--- config.mk ---
export PLATFORM = sky130hd
export DESIGN_NAME = tipi_link_target_flat
export DESIGN_NICKNAME = d
export VERILOG_FILES = /design/src/rtl/tipi_link_if.sv /design/src/rtl/tipi_link_target.sv /design/src/flat_wrapper.sv
export SDC_FILE = /design/constraint.sdc
export NUM_CORES = 1
export LEC_CHECK = 0
export ABC_AREA = 1
export CAP_MARGIN = 30
export CORE_MARGIN = 10
export CORE_UTILIZATION = 58
export CTS_CLUSTER_SIZE = 8
export DETAILED_ROUTE_END_ITERATION = 8
export GPL_ROUTABILITY_DRIVEN = 0
export PLACE_DENSITY = 0.87
export REMOVE_ABC_BUFFERS = 1
export SETUP_SLACK_MARGIN = 0.05
export SLEW_MARGIN = 20
export SYNTH_ARGS = -nofsm -noshare
export SYNTH_HDL_FRONTEND = slang
export SYNTH_SLANG_ARGS = --single-unit
--- constraint.sdc ---
create_clock -name clk -period 3.7 [get_ports clk]
set_input_delay 0.74 -clock clk [delete_from_list [all_inputs] [get_ports clk]]
set_output_delay 0.74 -clock clk [all_outputs]
set_load 0.02 [all_outputs]
--- src/rtl/tipi_link_if.sv ---
// TIPI 3-wire serial link bundle: the master drives clock, direction, strobe and data;
// the target returns serial data/parity and a reset request.
interface tipi_link_if;
    logic tclk;
    logic rt;
    logic le;
    logic dout;
    logic dc;
    logic din;
    logic treset;

    modport master (output tclk, rt, le, dout, dc, input din, treset);
    modport slave  (input tclk, rt, le, dout, dc, output din, treset);
endinterface

--- src/rtl/tipi_link_target.sv ---
// TIPI link target endpoint: serialises TC/TD bytes to the master and deserialises RC/RD bytes.
// Optional retry statistics are enabled with the TIPI_LINK_STATS_EN macro.
module tipi_link_target #(
    parameter int SYNC_STAGES = 2
) (
    input  logic        clk,
    input  logic        reset,
    tipi_link_if.slave  link,
    input  logic        host_treset,
    input  logic [0:7]  tx_ctrl,
    input  logic [0:7]  tx_data,
    output logic        tx_sent,
    output logic        tx_sent_ctrl,
    output logic        rx_valid,
    output logic        rx_ctrl,
    output logic [0:7]  rx_byte
`ifdef TIPI_LINK_STATS_EN
    ,
    input  logic        stats_clr,
    output logic [0:15] tx_retries,
    output logic [0:15] rx_retries
`endif
);

    localparam int SYNC_DEPTH = (SYNC_STAGES < 2) ? 2 : SYNC_STAGES;

    typedef enum logic [2:0] {
        ST_IDLE      = 3'd0,
        ST_SEND      = 3'd1,
        ST_SEND_DONE = 3'd2,
        ST_RECV      = 3'd3,
        ST_RECV_DONE = 3'd4
    } state_t;

    function automatic logic parity8(input logic [0:7] b);
        return ^b;
    endfunction

    logic [SYNC_DEPTH-1:0][4:0] sync_r;
    logic                       tclk_prev_r;
    logic [4:0]                 link_raw_s;
    logic                       tclk_s, rt_s, le_s, dout_s, dc_s, rise_s;

    state_t      state_r, state_next_s;
    logic [0:7]  txb_r, txb_next_s, tx_sel_s;
    logic [0:7]  shift_r, shift_next_s, rx_word_s;
    logic [3:0]  bit_r, bit_next_s;
    logic        sdc_r, sdc_next_s, rdc_r, rdc_next_s;
    logic        din_r, din_next_s;
    logic        treset_r;
    logic        tx_sent_r, tx_sent_ctrl_r, tx_sent_ctrl_next_s;
    logic        rx_valid_r, rx_ctrl_r, rx_ctrl_next_s;
    logic [0:7]  rx_byte_r, rx_byte_next_s;

    logic fresh_s, load_tx_s, tx_bit_s, tx_par_s, sent_s;
    logic start_rx_s, rx_bit_s, rx_last_s, ack_s;

    assign link_raw_s = {link.tclk, link.rt, link.le, link.dout, link.dc};
    assign tclk_s     = sync_r[SYNC_DEPTH-1][4];
    assign rt_s       = sync_r[SYNC_DEPTH-1][3];
    assign le_s       = sync_r[SYNC_DEPTH-1][2];
    assign dout_s     = sync_r[SYNC_DEPTH-1][1];
    assign dc_s       = sync_r[SYNC_DEPTH-1][0];
    assign rise_s     = tclk_s & ~tclk_prev_r;

    // Input synchroniser chain and tclk edge history.
    always_ff @(posedge clk) begin
        if (reset) begin
            sync_r      <= '0;
            tclk_prev_r <= 1'b0;
        end else begin
            sync_r      <= {sync_r[SYNC_DEPTH-2:0], link_raw_s};
            tclk_prev_r <= tclk_s;
        end
    end

    // State register.
    always_ff @(posedge clk) begin
        if (reset) begin
            state_r <= ST_IDLE;
        end else begin
            state_r <= state_next_s;
        end
    end

    // Next-state decision at each synchronised tclk rise.
    always_comb begin
        state_next_s = state_r;
        fresh_s      = 1'b0;
        load_tx_s    = 1'b0;
        tx_bit_s     = 1'b0;
        tx_par_s     = 1'b0;
        sent_s       = 1'b0;
        start_rx_s   = 1'b0;
        rx_bit_s     = 1'b0;
        rx_last_s    = 1'b0;
        ack_s        = 1'b0;
        if (rise_s) begin
            case (state_r)
                ST_IDLE: begin
                    fresh_s = 1'b1;
                end
                ST_SEND: begin
                    if (!rt_s) begin
                        fresh_s = 1'b1;
                    end else if (bit_r == 4'd8) begin
                        tx_par_s     = 1'b1;
                        state_next_s = ST_SEND_DONE;
                    end else begin
                        tx_bit_s = 1'b1;
                    end
                end
                ST_SEND_DONE: begin
                    if (rt_s && le_s && (dc_s == sdc_r)) begin
                        load_tx_s    = 1'b1;
                        state_next_s = ST_SEND;
                    end else if ((dc_s != sdc_r) || !rt_s) begin
                        sent_s  = 1'b1;
                        fresh_s = 1'b1;
                    end else begin
                        state_next_s = ST_SEND_DONE;
                    end
                end
                ST_RECV: begin
                    if (rt_s) begin
                        fresh_s = 1'b1;
                    end else if (bit_r == 4'd7) begin
                        rx_last_s    = 1'b1;
                        state_next_s = ST_RECV_DONE;
                    end else begin
                        rx_bit_s = 1'b1;
                    end
                end
                ST_RECV_DONE: begin
                    if (le_s) begin
                        ack_s        = 1'b1;
                        state_next_s = ST_IDLE;
                    end else if (!rt_s) begin
                        start_rx_s   = 1'b1;
                        state_next_s = ST_RECV;
                    end else begin
                        fresh_s = 1'b1;
                    end
                end
                default: begin
                    fresh_s = 1'b1;
                end
            endcase
            // A fresh evaluation treats this rise as if the target were idle.
            if (!fresh_s) begin
                fresh_s = 1'b0;
            end else if (rt_s && le_s) begin
                load_tx_s    = 1'b1;
                state_next_s = ST_SEND;
            end else if (!rt_s && !le_s) begin
                start_rx_s   = 1'b1;
                state_next_s = ST_RECV;
            end else begin
                state_next_s = ST_IDLE;
            end
        end else begin
            state_next_s = state_r;
        end
    end

    // Datapath and output next values driven by the decoded rise action.
    always_comb begin
        txb_next_s          = txb_r;
        sdc_next_s          = sdc_r;
        bit_next_s          = bit_r;
        shift_next_s        = shift_r;
        rdc_next_s          = rdc_r;
        din_next_s          = din_r;
        rx_byte_next_s      = rx_byte_r;
        rx_ctrl_next_s      = rx_ctrl_r;
        tx_sent_ctrl_next_s = tx_sent_ctrl_r;
        rx_word_s           = {shift_r[1:7], dout_s};
        tx_sel_s            = dc_s ? tx_data : tx_ctrl;
        if (load_tx_s) begin
            txb_next_s = tx_sel_s;
            sdc_next_s = dc_s;
            din_next_s = tx_sel_s[0];
            bit_next_s = 4'd1;
        end else if (tx_bit_s) begin
            din_next_s = txb_r[bit_r[2:0]];
            bit_next_s = bit_r + 4'd1;
        end else if (tx_par_s) begin
            din_next_s = parity8(txb_r);
        end else if (start_rx_s) begin
            shift_next_s = {7'd0, dout_s};
            bit_next_s   = 4'd1;
        end else if (rx_bit_s) begin
            shift_next_s = rx_word_s;
            bit_next_s   = bit_r + 4'd1;
        end else if (rx_last_s) begin
            shift_next_s = rx_word_s;
            din_next_s   = parity8(rx_word_s);
            rdc_next_s   = dc_s;
        end else begin
            din_next_s = din_r;
        end
        if (ack_s) begin
            rx_byte_next_s = shift_r;
            rx_ctrl_next_s = ~rdc_r;
        end else begin
            rx_byte_next_s = rx_byte_r;
            rx_ctrl_next_s = rx_ctrl_r;
        end
        // The sent byte's type comes from the old sdc even if a new byte loads on this rise.
        if (sent_s) begin
            tx_sent_ctrl_next_s = ~sdc_r;
        end else begin
            tx_sent_ctrl_next_s = tx_sent_ctrl_r;
        end
    end

    // Datapath and registered outputs.
    always_ff @(posedge clk) begin
        if (reset) begin
            txb_r          <= 8'h00;
            sdc_r          <= 1'b0;
            bit_r          <= 4'd0;
            shift_r        <= 8'h00;
            rdc_r          <= 1'b0;
            din_r          <= 1'b0;
            treset_r       <= 1'b0;
            tx_sent_r      <= 1'b0;
            tx_sent_ctrl_r <= 1'b0;
            rx_valid_r     <= 1'b0;
            rx_ctrl_r      <= 1'b0;
            rx_byte_r      <= 8'h00;
        end else begin
            txb_r          <= txb_next_s;
            sdc_r          <= sdc_next_s;
            bit_r          <= bit_next_s;
            shift_r        <= shift_next_s;
            rdc_r          <= rdc_next_s;
            din_r          <= din_next_s;
            treset_r       <= host_treset;
            tx_sent_r      <= sent_s;
            tx_sent_ctrl_r <= tx_sent_ctrl_next_s;
            rx_valid_r     <= ack_s;
            rx_ctrl_r      <= rx_ctrl_next_s;
            rx_byte_r      <= rx_byte_next_s;
        end
    end

    assign link.din     = din_r;
    assign link.treset  = treset_r;
    assign tx_sent      = tx_sent_r;
    assign tx_sent_ctrl = tx_sent_ctrl_r;
    assign rx_valid     = rx_valid_r;
    assign rx_ctrl      = rx_ctrl_r;
    assign rx_byte      = rx_byte_r;

`ifdef TIPI_LINK_STATS_EN
    logic [0:15] tx_retries_r, rx_retries_r;
    logic        tx_retry_s, rx_retry_s;

    // A reload out of SEND_DONE without a sent pulse is a master-requested resend.
    assign tx_retry_s = (state_r == ST_SEND_DONE) && load_tx_s && !sent_s;
    assign rx_retry_s = (state_r == ST_RECV_DONE) && start_rx_s;

    // Saturating retry counters for link diagnostics.
    always_ff @(posedge clk) begin
        if (reset || stats_clr) begin
            tx_retries_r <= 16'h0000;
            rx_retries_r <= 16'h0000;
        end else begin
            if (tx_retry_s && (tx_retries_r != 16'hFFFF)) begin
                tx_retries_r <= tx_retries_r + 16'd1;
            end
            if (rx_retry_s && (rx_retries_r != 16'hFFFF)) begin
                rx_retries_r <= rx_retries_r + 16'd1;
            end
        end
    end

    assign tx_retries = tx_retries_r;
    assign rx_retries = rx_retries_r;
`endif

endmodule

--- src/flat_wrapper.sv ---
// flat-port wrapper written by rule: the top's interface ports become plain ports
module tipi_link_target_flat 
#(
    parameter int SYNC_STAGES = 2
)
  (clk, reset, host_treset, tx_ctrl, tx_data, tx_sent, tx_sent_ctrl, rx_valid, rx_ctrl, rx_byte, link_tclk, link_rt, link_le, link_dout, link_dc, link_din, link_treset);
  tipi_link_if link_i ();
  input  logic clk;
  input  logic reset;
  input  logic host_treset;
  input  logic [0:7] tx_ctrl;
  input  logic [0:7] tx_data;
  output logic tx_sent;
  output logic tx_sent_ctrl;
  output logic rx_valid;
  output logic rx_ctrl;
  output logic [0:7] rx_byte;
  input wire logic [$bits(link_i.tclk)-1:0] link_tclk;
  input wire logic [$bits(link_i.rt)-1:0] link_rt;
  input wire logic [$bits(link_i.le)-1:0] link_le;
  input wire logic [$bits(link_i.dout)-1:0] link_dout;
  input wire logic [$bits(link_i.dc)-1:0] link_dc;
  output wire logic [$bits(link_i.din)-1:0] link_din;
  output wire logic [$bits(link_i.treset)-1:0] link_treset;
  assign link_i.tclk = link_tclk;
  assign link_i.rt = link_rt;
  assign link_i.le = link_le;
  assign link_i.dout = link_dout;
  assign link_i.dc = link_dc;
  assign link_din = link_i.din;
  assign link_treset = link_i.treset;
  tipi_link_target #(.SYNC_STAGES(SYNC_STAGES)) u_core (.clk(clk), .reset(reset), .link(link_i), .host_treset(host_treset), .tx_ctrl(tx_ctrl), .tx_data(tx_data), .tx_sent(tx_sent), .tx_sent_ctrl(tx_sent_ctrl), .rx_valid(rx_valid), .rx_ctrl(rx_ctrl), .rx_byte(rx_byte));
endmodule
==> metrics.txt <==
status finished clean; first-pass GRT wire length 10.3 mm; Worst slew margin 0.696; Final Skew 0.00350 ns; clock power share 0.367; CP startpoint kind register; endpoints failing setup 0; Max VDD drop between 0.2 and 0.3 mV; max-slew violations 0; GRT Overall Usage 0.163; Top FF cell, synth dfxtp_1; sequential share of power 0.530; sequential fraction of the synthesis area 0.382; Tcrit/Tclk final 0.575; crit path to u_core.shift_r[6]$_SDFFE_PP0P_; Cell Pwr Density between 300 and 400 nW/um^2; reg2reg start u_core.bit_r[0]$_SDFFE_PP0P_; r2r worst-path depth 10; number of I/O port buffers 37; drt pass-1 iters 5; area of the die ~7600 um^2; Clk Latency, worst-skew pair approximately 0.31 ns; Core ar. approximately 4400 um^2; Area growth syn-to-layout 19.7%; Storage cell area ~1000 um^2; CTS max path bufs 2; Die X about 87 um; Detailed Place HPWL between 4 and 5 mm; DR DRC count 0; Antenna Cells 0; share of layout cells above drive strength 1 0.0747; post-layout min period 2.13 ns; Hold Slack roughly 0.40 ns; Synth warnings 0; CTS buffer count 5; Mapped Cells around 400; Hold Fails Final Rpt 0; fin nets 471; FILL cells ~360; leading area contributor after synthesis dfxtp_1; vias in the first global route ~2500; H-tree depth 2; max_cap viols 0; initial core utilization 0.602; R2R setup slack 1.57 ns; Synth top area share 0.382; net switching power 0.254 mW; Mean Syn Cell Area about 6.5 um^2; Die Y between 80 and 90 um; Mapped Area 2620 um^2; Fin Setup TNS 0 ns; top post-synthesis cells by area dfxtp_1 (38%), nand2_1 (18%), inv_1 (7.9%); drt first-iter violations 152; path type of the worst min-delay path register to register; post-CTS setup buffer count 0; unrepaired setup endpoints after global routing false; CTS-repair resized insts 0; CTS sink cnt 50; number of synthesized flops with an enable pin 0; Static Leak 1.39 nW; Via Count 2563; Async S/R FF share, synth 0; fmax 470 MHz; reg2reg end u_core.shift_r[6]$_SDFFE_PP0P_; CTS Root Cell clkbuf_8; multi-input combinational cell area 1350 um^2; final WL 6.02 mm; io pins 38; Comb pwr share 0.103; Crit path arrival time about 2.3 ns; Clock transition at path regs roughly 0.09 ns; CP Max Fanout 13; library cells used by synthesis 28; # rows 24; antenna violations before repair 0; switch share 0.241; most common cell in the netlist nand2_1; gr ovfl total 0; synth cell count leaders nand2_1 (127), inv_1 (55), dfxtp_1 (50), nor2_1 (45), a21oi_1 (35); largest net degree at the start of global routing 35; critical path type register to register; internal power around 0.80 mW; Detail Route Antenna Nets 0; Required @ worst endpoint 3.89 ns; TritonCTS clock tree built; Hold Buf Count CTS 0; worst-margin pin slew 0.454 ns; Vias per Instance just over 5; WL per Instance about 12 um; Critical Path End Type register; CP startpoint u_core.bit_r[0]$_SDFFE_PP0P_; flops & latches, synth 50
==> layout by cell type, fill, tap and decap left out, types with 5 or more instances in the layout <==
cell type / instances
nand2_1: 127
inv_1: 55
dfxtp_1: 50
nor2_1: 45
clkdlybuf4s50_1: 37
a21oi_1: 35
nand3_1: 22
o21ai_0: 18
inv_2: 6
nand2_2: 6
ha_1: 6
nand4_1: 5
clkbuf_8: 5
==> state kept, by name, indices dropped and copies added (netlist names) <==
| signal | flops |
|---|---|
| u_core.rx_byte | 8 |
| u_core.shift_r | 8 |
| u_core.txb_r | 8 |
| u_core.sync_r | 6 |
| u_core.bit_r | 4 |
| u_core.state_r | 3 |
| u_core.dc_s | 1 |
| u_core.dout_s | 1 |
| u_core.le_s | 1 |
| u_core.link.din | 1 |
| u_core.link.treset | 1 |
| u_core.rdc_r | 1 |
| u_core.rt_s | 1 |
| u_core.rx_ctrl | 1 |
| u_core.rx_valid | 1 |
| u_core.sdc_r | 1 |
| u_core.tclk_prev_r | 1 |
| u_core.tx_sent | 1 |
| u_core.tx_sent_ctrl | 1 |
==> critical path, stage by stage, from the launching register on <==
cell     delay [ns]
dfxtp_1        0.58
ha_1           0.26
nand2_1        0.06
nor2_1         0.15
nand2_1        0.07
nor2_1         0.22
o21ai_2        0.18
nand2_1        0.14
nand2_2        0.14
a21oi_1        0.17
nor2_1         0.05
==> cells by family (layout without fill, tap and decap cells) <==
family	Yosys count	in the layout	synth area share
AND/OR/NAND/NOR	216	216	0.358
buffers and inverters	70	108	0.105
adder cells (fa/ha/maj)	6	6	0.0286
XOR/XNOR	2	2	0.00668
AO/OA/AOI/OAI	60	60	0.120
flip-flops	50	50	0.382
==> routing by layer <==
layer | vias to the layer above | GRT usage | routed length (um)
met1 | 1173 | 0.187 | 2630
met2 | 48 | 0.292 | 3100
li1 | 1332 | - | -
met5 | - | 0 | 0
met3 | 10 | 0.0309 | 209
met4 | 0 | 0.0551 | 81
==> through the flow <==
stage	worst slack, ns	cells	cell area (um^2)	total power [mW]	util
finish	1.57	494	3140	1.05	0.721
detailed placement	1.43	485	3020	0.679	0.693
floorplan	1.99	395	2570	0.630	-
global placement	1.47	485	3020	0.674	0.693
global route	1.34	494	3140	1.10	0.721
CTS	1.62	493	3130	1.06	0.719
==> area by class of cell <==
cell class,instances,share of cell area
Sequential cell,50,0.319
Tap cell,52,0.0207
Inverter,61,0.0730
Clock inverter,3,0.0140
Timing Repair Buffer,39,0.123
Multi-Input combinational cell,284,0.429
Clock buffer,5,0.0219
==> power by group through the flow <==
stage | combinational (mW) | sequential (mW) | clock, mW
floorplan | 0.0613 | 0.569 | 0
global placement | 0.104 | 0.570 | 0
detailed placement | 0.108 | 0.571 | 0
CTS | 0.109 | 0.558 | 0.393
global route | 0.124 | 0.560 | 0.413
finish | 0.109 | 0.558 | 0.387
==> how the worst min path moves through the flow <==
| stage | startpoint | endpoint | slack [ns] | cells after the start |
|---|---|---|---|---|
| floorplan | u_core.sync_r[0]$_SDFF_PP0_ | u_core.dc_s$_SDFF_PP0_ | 0.39 | 2 |
| global placement | u_core.sync_r[3]$_SDFF_PP0_ | u_core.rt_s$_SDFF_PP0_ | 0.39 | 2 |
| detailed placement | u_core.sync_r[1]$_SDFF_PP0_ | u_core.dout_s$_SDFF_PP0_ | 0.39 | 2 |
| CTS | u_core.sync_r[3]$_SDFF_PP0_ | u_core.rt_s$_SDFF_PP0_ | 0.41 | 2 |
| global route | u_core.sync_r[1]$_SDFF_PP0_ | u_core.dout_s$_SDFF_PP0_ | 0.41 | 2 |
| finish | u_core.sync_r[4]$_SDFF_PP0_ | u_core.sync_r[9]$_SDFF_PP0_ | 0.40 | 2 |
(Power assumes the default switching activity.)
